<file path="config.mk">
export PLATFORM = sky130hd
export DESIGN_NAME = edge_event_arbiter_flat
export DESIGN_NICKNAME = d
export VERILOG_FILES = /design/src/rtl/edge_event_arbiter_pkg.sv /design/src/rtl/edge_event_arbiter_if.sv /design/src/rtl/edge_event_arbiter_sync_edge_detect.sv /design/src/rtl/edge_event_arbiter.sv /design/src/flat_wrapper.sv
export SDC_FILE = /design/constraint.sdc
export NUM_CORES = 1
export LEC_CHECK = 0
export ABC_AREA = 1
export CAP_MARGIN = 30
export CORE_MARGIN = 4
export CORE_UTILIZATION = 60
export DETAILED_ROUTE_END_ITERATION = 8
export DONT_BUFFER_PORTS = 1
export GPL_ROUTABILITY_DRIVEN = 1
export PLACE_DENSITY_LB_ADDON = 0.12
export SLEW_MARGIN = 20
export SYNTH_ARGS = -nofsm -noshare
export SYNTH_HDL_FRONTEND = slang
export SYNTH_SLANG_ARGS = --single-unit
</file>
<file path="constraint.sdc">
create_clock -name clk -period 1.8 [get_ports clk]
set_input_delay 0.27 -clock clk [delete_from_list [all_inputs] [get_ports clk]]
set_output_delay 0.27 -clock clk [all_outputs]
set_load 0.005 [all_outputs]
</file>
<file path="src/rtl/edge_event_arbiter_pkg.sv">
`default_nettype none
// ============================================================================
// Module      : edge_event_arbiter_pkg
// Description : Shared constants, encodings and round-robin pick helper for
//               the four-channel edge event arbiter.
// Revision    : 1.0 - initial release
// ============================================================================
package edge_event_arbiter_pkg;

    localparam int NCH = 4;

    localparam logic [0:0] c_IDLE  = 1'b0;
    localparam logic [0:0] c_OFFER = 1'b1;

    localparam logic c_MODE_RR    = 1'b0;
    localparam logic c_MODE_FIXED = 1'b1;

    // Tile pin map
    localparam int c_IN_CLK       = 0;
    localparam int c_IN_RST       = 1;
    localparam int c_IN_EV_LO     = 2;
    localparam int c_IN_ACK       = 6;
    localparam int c_IN_MODE      = 7;
    localparam int c_OUT_VALID    = 0;
    localparam int c_OUT_GRANT_LO = 1;
    localparam int c_OUT_OVF      = 3;
    localparam int c_OUT_PEND_LO  = 4;

    // First requesting channel at or above start, wrapping; fixed priority
    // is the same search with start = 0.
    function automatic logic [1:0] f_pick(input logic [NCH-1:0] req,
                                          input logic [1:0]     start);
        logic [1:0] idx;
        logic       found;
        f_pick = start;
        found  = 1'b0;
        for (int i = 0; i < NCH; i++) begin
            idx = start + 2'(i);
            if (!found && req[idx]) begin
                f_pick = idx;
                found  = 1'b1;
            end
        end
    endfunction

endpackage
`default_nettype wire

</file>
<file path="src/rtl/edge_event_arbiter_if.sv">
`default_nettype none
// ============================================================================
// Module      : edge_event_arbiter_if
// Description : Event inputs, ack/mode and offer outputs of the arbiter.
// Revision    : 1.0 - initial release
// ============================================================================
interface edge_event_arbiter_if;
    import edge_event_arbiter_pkg::*;

    logic [NCH-1:0] events;
    logic           ack;
    logic           mode;
    logic           valid;
    logic [1:0]     grant;
    logic           overflow;
    logic [NCH-1:0] pending;

    modport master (output events, ack, mode,
                    input  valid, grant, overflow, pending);
    modport slave  (input  events, ack, mode,
                    output valid, grant, overflow, pending);
endinterface
`default_nettype wire

</file>
<file path="src/rtl/edge_event_arbiter_sync_edge_detect.sv">
`default_nettype none
// ============================================================================
// Module      : edge_event_arbiter_sync_edge_detect
// Description : Multi-flop synchronizer plus previous-value flop giving a
//               one-cycle rising-edge pulse.
// Revision    : 1.0 - initial release
// ============================================================================
module edge_event_arbiter_sync_edge_detect #(
    parameter int SYNC_STAGES = 2
) (
    input  wire logic clk,
    input  wire logic rst,
    input  wire logic i_din,
    output logic      o_edge
);

    logic [SYNC_STAGES-1:0] r_sync;
    logic                   r_prev;

    always_ff @(posedge clk or posedge rst) begin
        if (rst) begin
            r_sync <= '0;
            r_prev <= 1'b0;
        end else begin
            r_sync <= {r_sync[SYNC_STAGES-2:0], i_din};
            r_prev <= r_sync[SYNC_STAGES-1];
        end
    end

    assign o_edge = r_sync[SYNC_STAGES-1] & ~r_prev;

endmodule
`default_nettype wire

</file>
<file path="src/rtl/edge_event_arbiter.sv">
`default_nettype none
// ============================================================================
// Module      : edge_event_arbiter
// Description : Four-channel rising-edge event collector with round-robin /
//               fixed-priority arbitration and a valid/ack offer handshake.
// Revision    : 1.0 - initial release
// ============================================================================
module edge_event_arbiter
    import edge_event_arbiter_pkg::*;
#(
    parameter int SYNC_STAGES = 2
) (
    input  wire logic            clk,
    input  wire logic            rst,
    edge_event_arbiter_if.slave  bus
);

    logic [NCH-1:0]         w_edge;
    logic                   w_ack_rise;
    logic [SYNC_STAGES-1:0] r_mode_sync;
    logic                   w_mode;

    logic [0:0]             r_state;
    logic [0:0]             w_state_nxt;
    logic [1:0]             r_grant;
    logic [1:0]             r_rr_ptr;
    logic [1:0]             w_winner;
    logic [NCH-1:0]         r_pending;
    logic [NCH-1:0]         w_clear;
    logic                   w_ack_take;
    logic                   r_overflow;

    generate
        for (genvar n = 0; n < NCH; n++) begin : g_ch
            edge_event_arbiter_sync_edge_detect #(
                .SYNC_STAGES (SYNC_STAGES)
            ) u_sync_edge_detect (
                .clk    (clk),
                .rst    (rst),
                .i_din  (bus.events[n]),
                .o_edge (w_edge[n])
            );
        end
    endgenerate

    edge_event_arbiter_sync_edge_detect #(
        .SYNC_STAGES (SYNC_STAGES)
    ) u_ack_edge_detect (
        .clk    (clk),
        .rst    (rst),
        .i_din  (bus.ack),
        .o_edge (w_ack_rise)
    );

    // Mode is a level, so it only needs the synchronizer, not edge detection.
    always_ff @(posedge clk or posedge rst) begin
        if (rst) r_mode_sync <= '0;
        else     r_mode_sync <= {r_mode_sync[SYNC_STAGES-2:0], bus.mode};
    end
    assign w_mode = r_mode_sync[SYNC_STAGES-1];

    assign w_winner   = f_pick(r_pending, (w_mode == c_MODE_FIXED) ? 2'd0 : r_rr_ptr);
    assign w_ack_take = (r_state == c_OFFER) && w_ack_rise;

    always_comb begin
        w_clear = '0;
        if (w_ack_take) w_clear[r_grant] = 1'b1;
    end

    // FSM: state register
    always_ff @(posedge clk or posedge rst) begin
        if (rst) r_state <= c_IDLE;
        else     r_state <= w_state_nxt;
    end

    // FSM: next-state logic
    always_comb begin
        w_state_nxt = r_state;
        case (r_state)
            c_IDLE:  if (|r_pending) w_state_nxt = c_OFFER;
            c_OFFER: if (w_ack_take) w_state_nxt = c_IDLE;
            default: w_state_nxt = c_IDLE;
        endcase
    end

    // FSM: outputs
    always_comb begin
        bus.valid = (r_state == c_OFFER);
    end

    // A new edge coinciding with its own clear is queued, not counted as lost.
    always_ff @(posedge clk or posedge rst) begin
        if (rst) begin
            r_pending  <= '0;
            r_overflow <= 1'b0;
            r_grant    <= 2'd0;
            r_rr_ptr   <= 2'd0;
        end else begin
            r_pending  <= (r_pending & ~w_clear) | w_edge;
            r_overflow <= r_overflow | (|(w_edge & r_pending & ~w_clear));
            if ((r_state == c_IDLE) && (|r_pending)) r_grant <= w_winner;
            if (w_ack_take) r_rr_ptr <= r_grant + 2'd1;
        end
    end

    assign bus.grant    = r_grant;
    assign bus.pending  = r_pending;
    assign bus.overflow = r_overflow;

endmodule
`default_nettype wire
</file>
<file path="src/flat_wrapper.sv">
// flat-port wrapper written by rule: the top's interface ports become plain ports
module edge_event_arbiter_flat import edge_event_arbiter_pkg::*;
#(
    parameter int SYNC_STAGES = 2
)
  (clk, rst, bus_events, bus_ack, bus_mode, bus_valid, bus_grant, bus_overflow, bus_pending);
  edge_event_arbiter_if bus_i ();
  input  wire logic clk;
  input  wire logic rst;
  input wire logic [$bits(bus_i.events)-1:0] bus_events;
  input wire logic [$bits(bus_i.ack)-1:0] bus_ack;
  input wire logic [$bits(bus_i.mode)-1:0] bus_mode;
  output wire logic [$bits(bus_i.valid)-1:0] bus_valid;
  output wire logic [$bits(bus_i.grant)-1:0] bus_grant;
  output wire logic [$bits(bus_i.overflow)-1:0] bus_overflow;
  output wire logic [$bits(bus_i.pending)-1:0] bus_pending;
  assign bus_i.events = bus_events;
  assign bus_i.ack = bus_ack;
  assign bus_i.mode = bus_mode;
  assign bus_valid = bus_i.valid;
  assign bus_grant = bus_i.grant;
  assign bus_overflow = bus_i.overflow;
  assign bus_pending = bus_i.pending;
  edge_event_arbiter #(.SYNC_STAGES(SYNC_STAGES)) u_core (.clk(clk), .rst(rst), .bus(bus_i));
endmodule
</file>
Word-level counts from Yosys, hierarchy flattened
Index checks and enable logic that the tools add are counted. Widths: inputs -> output; s select.

Bits in registers: 27. Latch bits: 0. Memory bits (writable): 0. Bits in read-only memories: 0. Input bits: 8. Output and inout port bits: 8. Word-level logic and storage cells: 75. Memories: 0.

Add/sub/neg operators: 4. Multipliers: 0. Divide/modulo/power cells: 0. Order comparisons: 6. Eq/ne operators: 0. Shift operators: 0. Mux-type cells: 21. Bitwise operators: 17. Reductions and logical operators: 11.

Operators with widths (count): $lt 2x3->1 const B (5); $and 4x4->4 (3); $mux 1 (10); $bmux 1 s2 (4); $mux 2 (4); $reduce_or 4->1 (2); $logic_and 1x1->1 (6); $not 1->1 (6); $and 1x1->1 (5); $add 2x1->2 const B (2); $add 2x2->2 const B (2); $mux 4 (1); $not 4->4 (1); $or 4x4->4 (1); $logic_not 1->1 (3); $demux 1 s2 (1); $ge 2x1->1 const B (1); $pmux 1 s2 (1); $or 1x1->1 (1).

Logic depth before layout (Yosys ltp)
Gate-level depths: netlist of run 1.

Word-level depth: 13. Mapped depth: 13. Mapped depth without buffers: 13.

Cells and area by module
From an unflattened synthesis of run 1, not the netlist that was laid out.

Cells, all modules: 156. Area total of the unflattened synthesis: 1293.7 sq um.

By module, submodules not included: edge_event_arbiter (times used 1, cells each 126, area each 849.6 sq um, sequential area each 300.3 sq um); edge_event_arbiter_sync_edge_detect (times used 5, cells each 6, area each 88.8 sq um, sequential area each 75.1 sq um).

Worst setup path before layout of run 1
Ideal clock, no wire load.

Kind: reg-to-reg. Start point: register u_core.r_mode_sync[1]. End point: register u_core.r_grant[0] (netlist: u_core.bus.grant[0]). Library setup time: 0.117 ns. Arrival time: 1.214 ns. Required time: 1.683 ns. Path slack: 0.469 ns. Stages on the path, launching flop included: 12. Path buffers: 0. Clock period less this slack: 1.331 ns. Path through: dfrtp_1 -> inv_4 -> nand2_8 -> nand2_2 -> nand3_2 -> and2_4 -> nor2_2 -> nand2_2 -> nand2_1 -> nand2_1 -> nand3_1 -> nand2_1.

Cells in the longest elaborated chain, start to end: 13. Elaborated cells on any way between the ends: 24. Those cells by class: 3 x add/sub; 15 x mux; 6 x reduce/logical.

RTL lines: from (decl) (RTL line edge_event_arbiter.sv:20) `logic [SYNC_STAGES-1:0] r_mode_sync;`; from (signal assigned) (RTL line edge_event_arbiter.sv:58) `else r_mode_sync <= {r_mode_sync[SYNC_STAGES-2:0], bus.mode};`; $mux 2 * (RTL line edge_event_arbiter.sv:62) `assign w_winner = f_pick(r_pending, (w_mode == c_MODE_FIXED) ? 2'd0 : r_rr_ptr);`; parallel branches: the longest is 11 deep, another holds $add 2x1->2; $mux 2 * (RTL line edge_event_arbiter_pkg.sv:39) `if (!found && req[idx]) begin`; to (signal assigned) (RTL line edge_event_arbiter.sv:101) `if ((r_state == c_IDLE) && (|r_pending)) r_grant <= w_winner;`; to (decl) (RTL line edge_event_arbiter.sv:25) `logic [1:0] r_grant;`.

Mark *: on every way between the ends. The select of a mux whose other input is x is not followed. A chain may end at the register's enable or synchronous reset.

Worst setup path in the final report of run 1
Start point: register u_core.r_rr_ptr[0]. End point: register u_core.r_grant[1] (netlist: u_core.bus.grant[1]).

Cells in the longest elaborated chain, start to end: 13. Elaborated cells on any way between the ends: 24. Those cells by class: 3 x add/sub; 15 x mux; 6 x reduce/logical.

RTL lines: from (decl) (RTL line edge_event_arbiter.sv:26) `logic [1:0] r_rr_ptr;`; from (signal assigned) (RTL line edge_event_arbiter.sv:102) `if (w_ack_take) r_rr_ptr <= r_grant + 2'd1;`; $mux 2 * (RTL line edge_event_arbiter.sv:62); parallel branches: the longest is 11 deep, another holds $add 2x1->2; $mux 2 * (RTL line edge_event_arbiter_pkg.sv:39).

Marked as above.

==> summary.txt, run 1 <==
Die
  – Num rows: 16
  – I/O Pins: 16
  – Core footprint: 1940 um2
  – Starting density of the core: 0.631
  – Die H: 53.2 um
  – Die extent in x: 53.2 um
  – Die area: 2830 um2

Routing
  – DRC Markers: 0
  – Via density: 4.91
  – Drt wl/cell: 11.1 um
  – Vias: 820
  – Detail Route Antenna Nets: 0
  – Drt pass-1 iters: 4
  – Final wirelength: 1.85 mm
  – 1st-iter DRT viols: 10

Clock tree
  – Clock root buffer master: clkbuf_4
  – Clock buffer depth: 2
  – CTS buffer count: 3
  – Clock-pin slew on the worst setup and hold paths: 0.13 ns
  – Htree depth: 1
  – CTS tree: done
  – Clk sink count: 27
  – Worst-Skew Late Latency: 0.30 ns

Synth
  – Synth top area share: 0.552
  – Post-synth ARST share: 1.00
  – Synth cell types: 24
  – Top_reg_cell synth: dfrtp_1
  – Yosys reg bits: 27
  – Sequential fraction of the synthesis area: 0.552
  – Mapped Area: 1220 um2
  – Area leader, netlist: dfrtp_1
  – Commonest cells post-synth: nand2_1 (35), dfrtp_1 (27), nand3_1 (17), inv_1 (12), nand2_2 (11)
  – Top-count cell post-synth: nand2_1
  – Net Count, Synth: 141
  – Syn Area/Cell: 9.50 um2
  – Gate Count Post-Synth: 129
  – Post-synth EDFFs: 0
  – Yosys Warn Count: 0
  – Top post-synthesis cells by area: dfrtp_1 (55%), nand2_1 (11%), nand3_1 (6.9%), nand2_2 (5.6%), ha_1 (4.1%)

Timing
  – Fmax: 644 MHz
  – Final Hold Viols: 0
  – PnR worst setup slack: 0.247 ns
  – Final Max Tran Viols: 0
  – RSZ-0062 raised after global routing: no
  – Hold slack: 0.362 ns
  – Final Skew: 0.00180 ns
  – Period minus WS final: 1.55 ns
  – Setup TNS: 0 ns
  – Endpoints failing setup: 0
  – Slew Limit Headroom: 0.748
  – Slew @ Worst Pin: 0.377 ns
  – Post-route clock period utilization: 0.863

Worst setup path
  – Worst path required time: 2.01 ns
  – CP arrival: 1.77 ns
  – Setup Crit Path Kind: flop to flop
  – CP cell instances: nand3b_1 -> nand2_2 -> nand2_2 -> nand2_4 -> nor2_4 -> nand3_1 -> nand2_1 -> inv_1 -> nand2_1 -> nand2_1
  – Max stage delay cell, worst path: dfrtp_1
  – Crit-path most repeated cell: nand2_1
  – CP max FO: 9
  – Critical path endpoint category: flop
  – CP startpoint kind: flop
  – Max incr delay on CP: 0.59 ns

Final layout
  – Area growth, synth to finish: 10.3%
  – Final #Nets: 153
  – Core Util, Final: 0.696
  – Share of layout cells above drive strength 1: 0.186
  – Ant diodes: 0

Pwr
  – Sw frac: 0.399
  – Seq pwr share: 0.489
  – Power density over the cells: 1270 nW/um2
  – VDD IR-drop max: 0.000901 V
  – Leakage: 0.679 nW
  – Tot Pwr: 1.71 mW
  – P_int: 1.03 mW
  – Logic gate share of total power: 0.368
  – Switching power: 0.684 mW
  – Clock share of power: 0.142

Placed design
  – Post-DP HPWL: 1.40 mm
  – Gpl congestion: 0.757
  – # port buffers: 0
  – Pre-CTS setup slack: 0.270 ns

Global route
  – Largest net degree at the start of global routing: 28
  – Vias in the first global route: 805
  – Grt ovf: 0
  – Antenna violations before repair: 0
  – GRT Total Usage: 0.166
  – First-pass GRT wire length: 3.44 mm

Outcome
  – Status: completed

Job
  – Max Cap Viol: 0

Min path
  – Hold Crit Class: flop to flop
-- registers in the layout, summed over array words and instances, names as in the netlist --
signal                                 count
u_core.g_ch.u_sync_edge_detect.r_sync      8
u_core.bus.pending                         4
u_core.g_ch.u_sync_edge_detect.r_prev      4
u_core.bus.grant                           2
u_core.r_mode_sync                         2
u_core.r_rr_ptr                            2
u_core.u_ack_edge_detect.r_sync            2
u_core.bus.overflow                        1
u_core.bus.valid                           1
u_core.u_ack_edge_detect.r_prev            1
-- layout make-up --
type | instances | area (um2)
clock buffer | 4 | 26.3
fill | 157 | 591
inverter | 16 | 63.8
multi-input combinational | 85 | 474
sequential | 27 | 676
tap | 27 | 33.8
timing repair buffer | 8 | 77.6
-- kinds of logic after synthesis --
logic type,synth area share
AND/OR/NAND/NOR,0.325
flip-flops,0.552
buffers and inverters,0.0613
AO/OA/AOI/OAI,0.0214
adder cells (fa/ha/maj),0.0409
-- placed cells by master (no fill, tap or decap), drive strengths merged --
master and instances:
and2 1, buf 1, clkbuf 4, clkinv 1, dfrtp 27, dlygate4sd3 7, ha 4, inv 15
nand2 49, nand3 18, nand3b 1, nand4 1, nor2 4, nor4 1, o21ai 4, o22ai 1
or3 1
-- power groups by stage --
stage | Sequential (mW) | Clock, mW | Combinational, mW
floorplan | 0.791 | 0 | 0.593
global placement | 0.850 | 0 | 0.610
detailed placement | 0.854 | 0 | 0.621
CTS | 0.842 | 0.252 | 0.637
global route | 0.860 | 0.275 | 0.736
finish | 0.838 | 0.244 | 0.631
-- repair_timing --
action                    CTS  global route
gates resized for setup     0             0
setup buffers               0             0
hold endpoints to repair   33             0
hold buffers                7             0
-- per-stage QoR --
step                      cells  instance area (um2)
after floorplan             129                 1220
after global placement      156                 1250
after detailed placement    156                 1250
after CTS                   167                 1350
after global routing        167                 1350
final                       167                 1350
-- metal layers --
layer / track usage / share of wire / vias up
li1: - / - / 427
met1: 0.204 / 0.45 / 377
met2: 0.291 / 0.48 / 14
met3: 0.0310 / 0.059 / 2
met4: 0.0511 / 0.0076 / 0
met5: 0 / 0 / -
-- worst paths after layout --
kind	start	cells past startpoint	slack, ns	to
max	u_core.r_rr_ptr[0]	10	0.25	u_core.bus.grant[1]
min	u_core.r_mode_sync[0]	0	0.36	u_core.r_mode_sync[1]
max reg2reg	u_core.r_rr_ptr[0]	10	0.25	u_core.bus.grant[1]
min reg2reg	u_core.r_mode_sync[0]	0	0.36	u_core.r_mode_sync[1]
max in group asynchronous	rst	3	1.11	u_core.bus.valid
min in group asynchronous	rst	3	0.45	u_core.g_ch[0].u_sync_edge_detect.r_sync[1]
-- critical path, delay by kind of cell (launching register included) --
family        cells  cell delay, ns
simple gates      9            0.84
flops             1            0.59
buf+inv           1            0.03
(Power assumes the default switching activity.)
==> inputs of run 2 (changes only) <==
Settings changed: CORE_MARGIN 4 to default.
==> summary.txt, run 2 (synthesized netlist as in run 1, its figures left out) <==
Clock tree
  – Clock buffer depth: 2 (unchanged)
  – Htree depth: 1 (unchanged)
  – Resize count post-CTS: 0 (unchanged)
  – Clock-pin slew on the worst setup and hold paths: 0.13 ns (about the same)
  – Worst-Skew Late Latency: 0.32 ns (+0.02 ns)
  – Clock root buffer master: clkbuf_4
  – Clk sink count: 27 (unchanged)
  – CTS buffer count: 3 (unchanged)
  – CTS tree: done

Global route
  – Antenna violations before repair: 0 (unchanged)
  – Largest net degree at the start of global routing: 28 (unchanged)
  – Vias in the first global route: 778 (-3.4%)
  – GRT Total Usage: 0.212 (+0.0467)
  – Grt ovf: 0 (unchanged)
  – First-pass GRT wire length: 3.21 mm (-6.8%)

Timing
  – Final Hold Viols: 0 (unchanged)
  – Setup TNS: 0 ns (unchanged)
  – Slew Limit Headroom: 0.751 (+0.00249)
  – PnR worst setup slack: 0.253 ns (+0.00587 ns)
  – Post-route clock period utilization: 0.859 (-0.00326)
  – Fmax: 647 MHz (+0.38%)
  – Period minus WS final: 1.55 ns (-0.00587 ns)
  – Endpoints failing setup: 0 (unchanged)
  – Slew @ Worst Pin: 0.374 ns (-0.00374 ns)
  – RSZ-0062 raised after global routing: no
  – Final Max Tran Viols: 0 (unchanged)
  – Final Skew: 0.00384 ns (+0.00204 ns)

Final layout
  – Top reg by flops: u_core.g_ch.u_sync_edge_detect.r_sync
  – Ant diodes: 0 (unchanged)
  – Share of layout cells above drive strength 1: 0.186 (unchanged)
  – Design Area, Final: 1350 um2 (-0.19%)
  – Most common cell after layout, fill and taps aside: nand2_1
  – Filler cells: 141 (-10%)
  – Number of flip-flops under the largest register name: 8 (unchanged)
  – Final #Nets: 153 (unchanged)
  – Area growth, synth to finish: 10.1%
  – Most frequent cells in the layout: nand2_1 (35), dfrtp_1 (27), nand3_1 (17)

Die
  – Num rows: 15 (-1)
  – Core footprint: 1820 um2 (-6.2%)
  – I/O Pins: 16 (unchanged)
  – Die H: 47.2 um (-11%)
  – Die extent in x: 47.2 um (-11%)
  – Starting density of the core: 0.673 (+0.0421)
  – Die area: 2230 um2 (-21%)

Worst setup path
  – CP top delay family: simple AND/OR/NAND/NOR gates
  – Max incr delay on CP: 0.59 ns (about the same)
  – Setup Crit Path Kind: flop to flop
  – Max stage delay cell, worst path: dfrtp_1
  – Worst path buffer plus inverter count: 0 (-1)
  – Crit-path most repeated cell: nand2_1
  – Critical path endpoint category: flop
  – CP cell instances: nand3b_1 -> nand2_2 -> nand2_2 -> nand2_4 -> nor2_4 -> nand2_1 -> nand2_1 -> nand3_1 -> nand2_1 -> nand2_1
  – Worst path required time: 2.02 ns (about the same)
  – CP max FO: 9 (unchanged)
  – CP arrival: 1.77 ns (about the same)
  – CP startpoint kind: flop

Routing
  – Detail Route Antenna Nets: 0 (unchanged)
  – Drt wl/cell: 11.6 um (+4.8%)
  – Drt pass-1 iters: 4 (unchanged)
  – 1st-iter DRT viols: 15 (+5)
  – Vias: 831 (+1.3%)
  – Via density: 5.04 (+2.6%)
  – Final wirelength: 1.91 mm (+3.5%)
  – DRC Markers: 0 (unchanged)

Min path
  – Hold Crit Class: flop to flop

Pwr
  – Power density over the cells: 1280 nW/um2 (+0.94%)
  – VDD IR-drop max: 0.000828 V (-8.1%)
  – Leakage: 0.679 nW (unchanged)
  – Tot Pwr: 1.73 mW (+0.75%)

Placed design
  – # port buffers: 0 (unchanged)
  – Pre-CTS setup slack: 0.272 ns (+0.00232 ns)
  – Post-Place Cell Area: 1250 um2 (-0.20%)
  – Gpl congestion: 0.792 (+4.7%)
  – Post-DP HPWL: 1.43 mm (+1.7%)

Job
  – Max Cap Viol: 0 (unchanged)

Outcome
  – Status: completed
[run 2: repair_timing]
action                                 CTS  global route
buffers inserted                         0             0
hold buffers                             7             0
endpoints found under the hold margin   33             0
[run 2: worst reg2reg max path, cell delays in order, from the launching register on]
cell and delay [ns]:
dfrtp_1 0.59, nand3b_1 0.18, nand2_2 0.09, nand2_2 0.09, nand2_4 0.06, nor2_4 0.14, nand2_1 0.06, nand2_1 0.06
nand3_1 0.08, nand2_1 0.07, nand2_1 0.04
[run 2: final timing paths]
check | from | to | slack (ns) | cells past startpoint
min in group asynchronous | rst | u_core.g_ch[2].u_sync_edge_detect.r_prev | 0.43 | 3
min | u_core.r_mode_sync[0] | u_core.r_mode_sync[1] | 0.36 | 0
min reg2reg | u_core.r_mode_sync[0] | u_core.r_mode_sync[1] | 0.36 | 0
max | u_core.r_rr_ptr[0] | u_core.bus.grant[1] | 0.25 | 10
max in group asynchronous | rst | u_core.bus.grant[0] | 1.13 | 3
max reg2reg | u_core.r_rr_ptr[0] | u_core.bus.grant[1] | 0.25 | 10
[run 2: layout make-up]
cell class	instances	area (um2)	share of cell area
clock buffer	4	26.3	0.0195
inverter	16	63.8	0.0473
multi-input combinational	85	474	0.352
sequential	27	676	0.501
tap	25	31.3	0.0232
timing repair buffer	8	77.6	0.0575
[run 2: metrics by stage]
| step | util | hold slack (ns) | std cells |
|---|---|---|---|
| floorplan | - | 0.301 | 129 |
| global placement | 0.688 | 0.228 | 154 |
| detailed placement | 0.688 | 0.231 | 154 |
| CTS | 0.741 | 0.365 | 165 |
| global route | 0.741 | 0.368 | 165 |
| finish | 0.741 | 0.363 | 165 |
[run 2: power by group]
| part | internal, mW | total, mW | switching (mW) |
|---|---|---|---|
| clock | 0.0868 | 0.247 | 0.160 |
| sequential | 0.696 | 0.840 | 0.144 |
| combinational | 0.247 | 0.640 | 0.393 |
| total | 1.03 | 1.73 | 0.697 |
[run 2: routing by layer]
| layer | wire, um | GRT usage | vias up |
|---|---|---|---|
| met2 | 947 | 0.367 | 16 |
| met4 | 23 | 0.0686 | 0 |
| li1 | - | - | 426 |
| met5 | 0 | 0 | - |
| met1 | 873 | 0.267 | 387 |
| met3 | 69 | 0.0462 | 2 |
==> inputs of run 3 (changes only) <==
Settings changed: CAP_MARGIN 30 to default.
==> results of run 3 <==
Same layout as run 2: the final DEF is identical, and so are final timing and power.
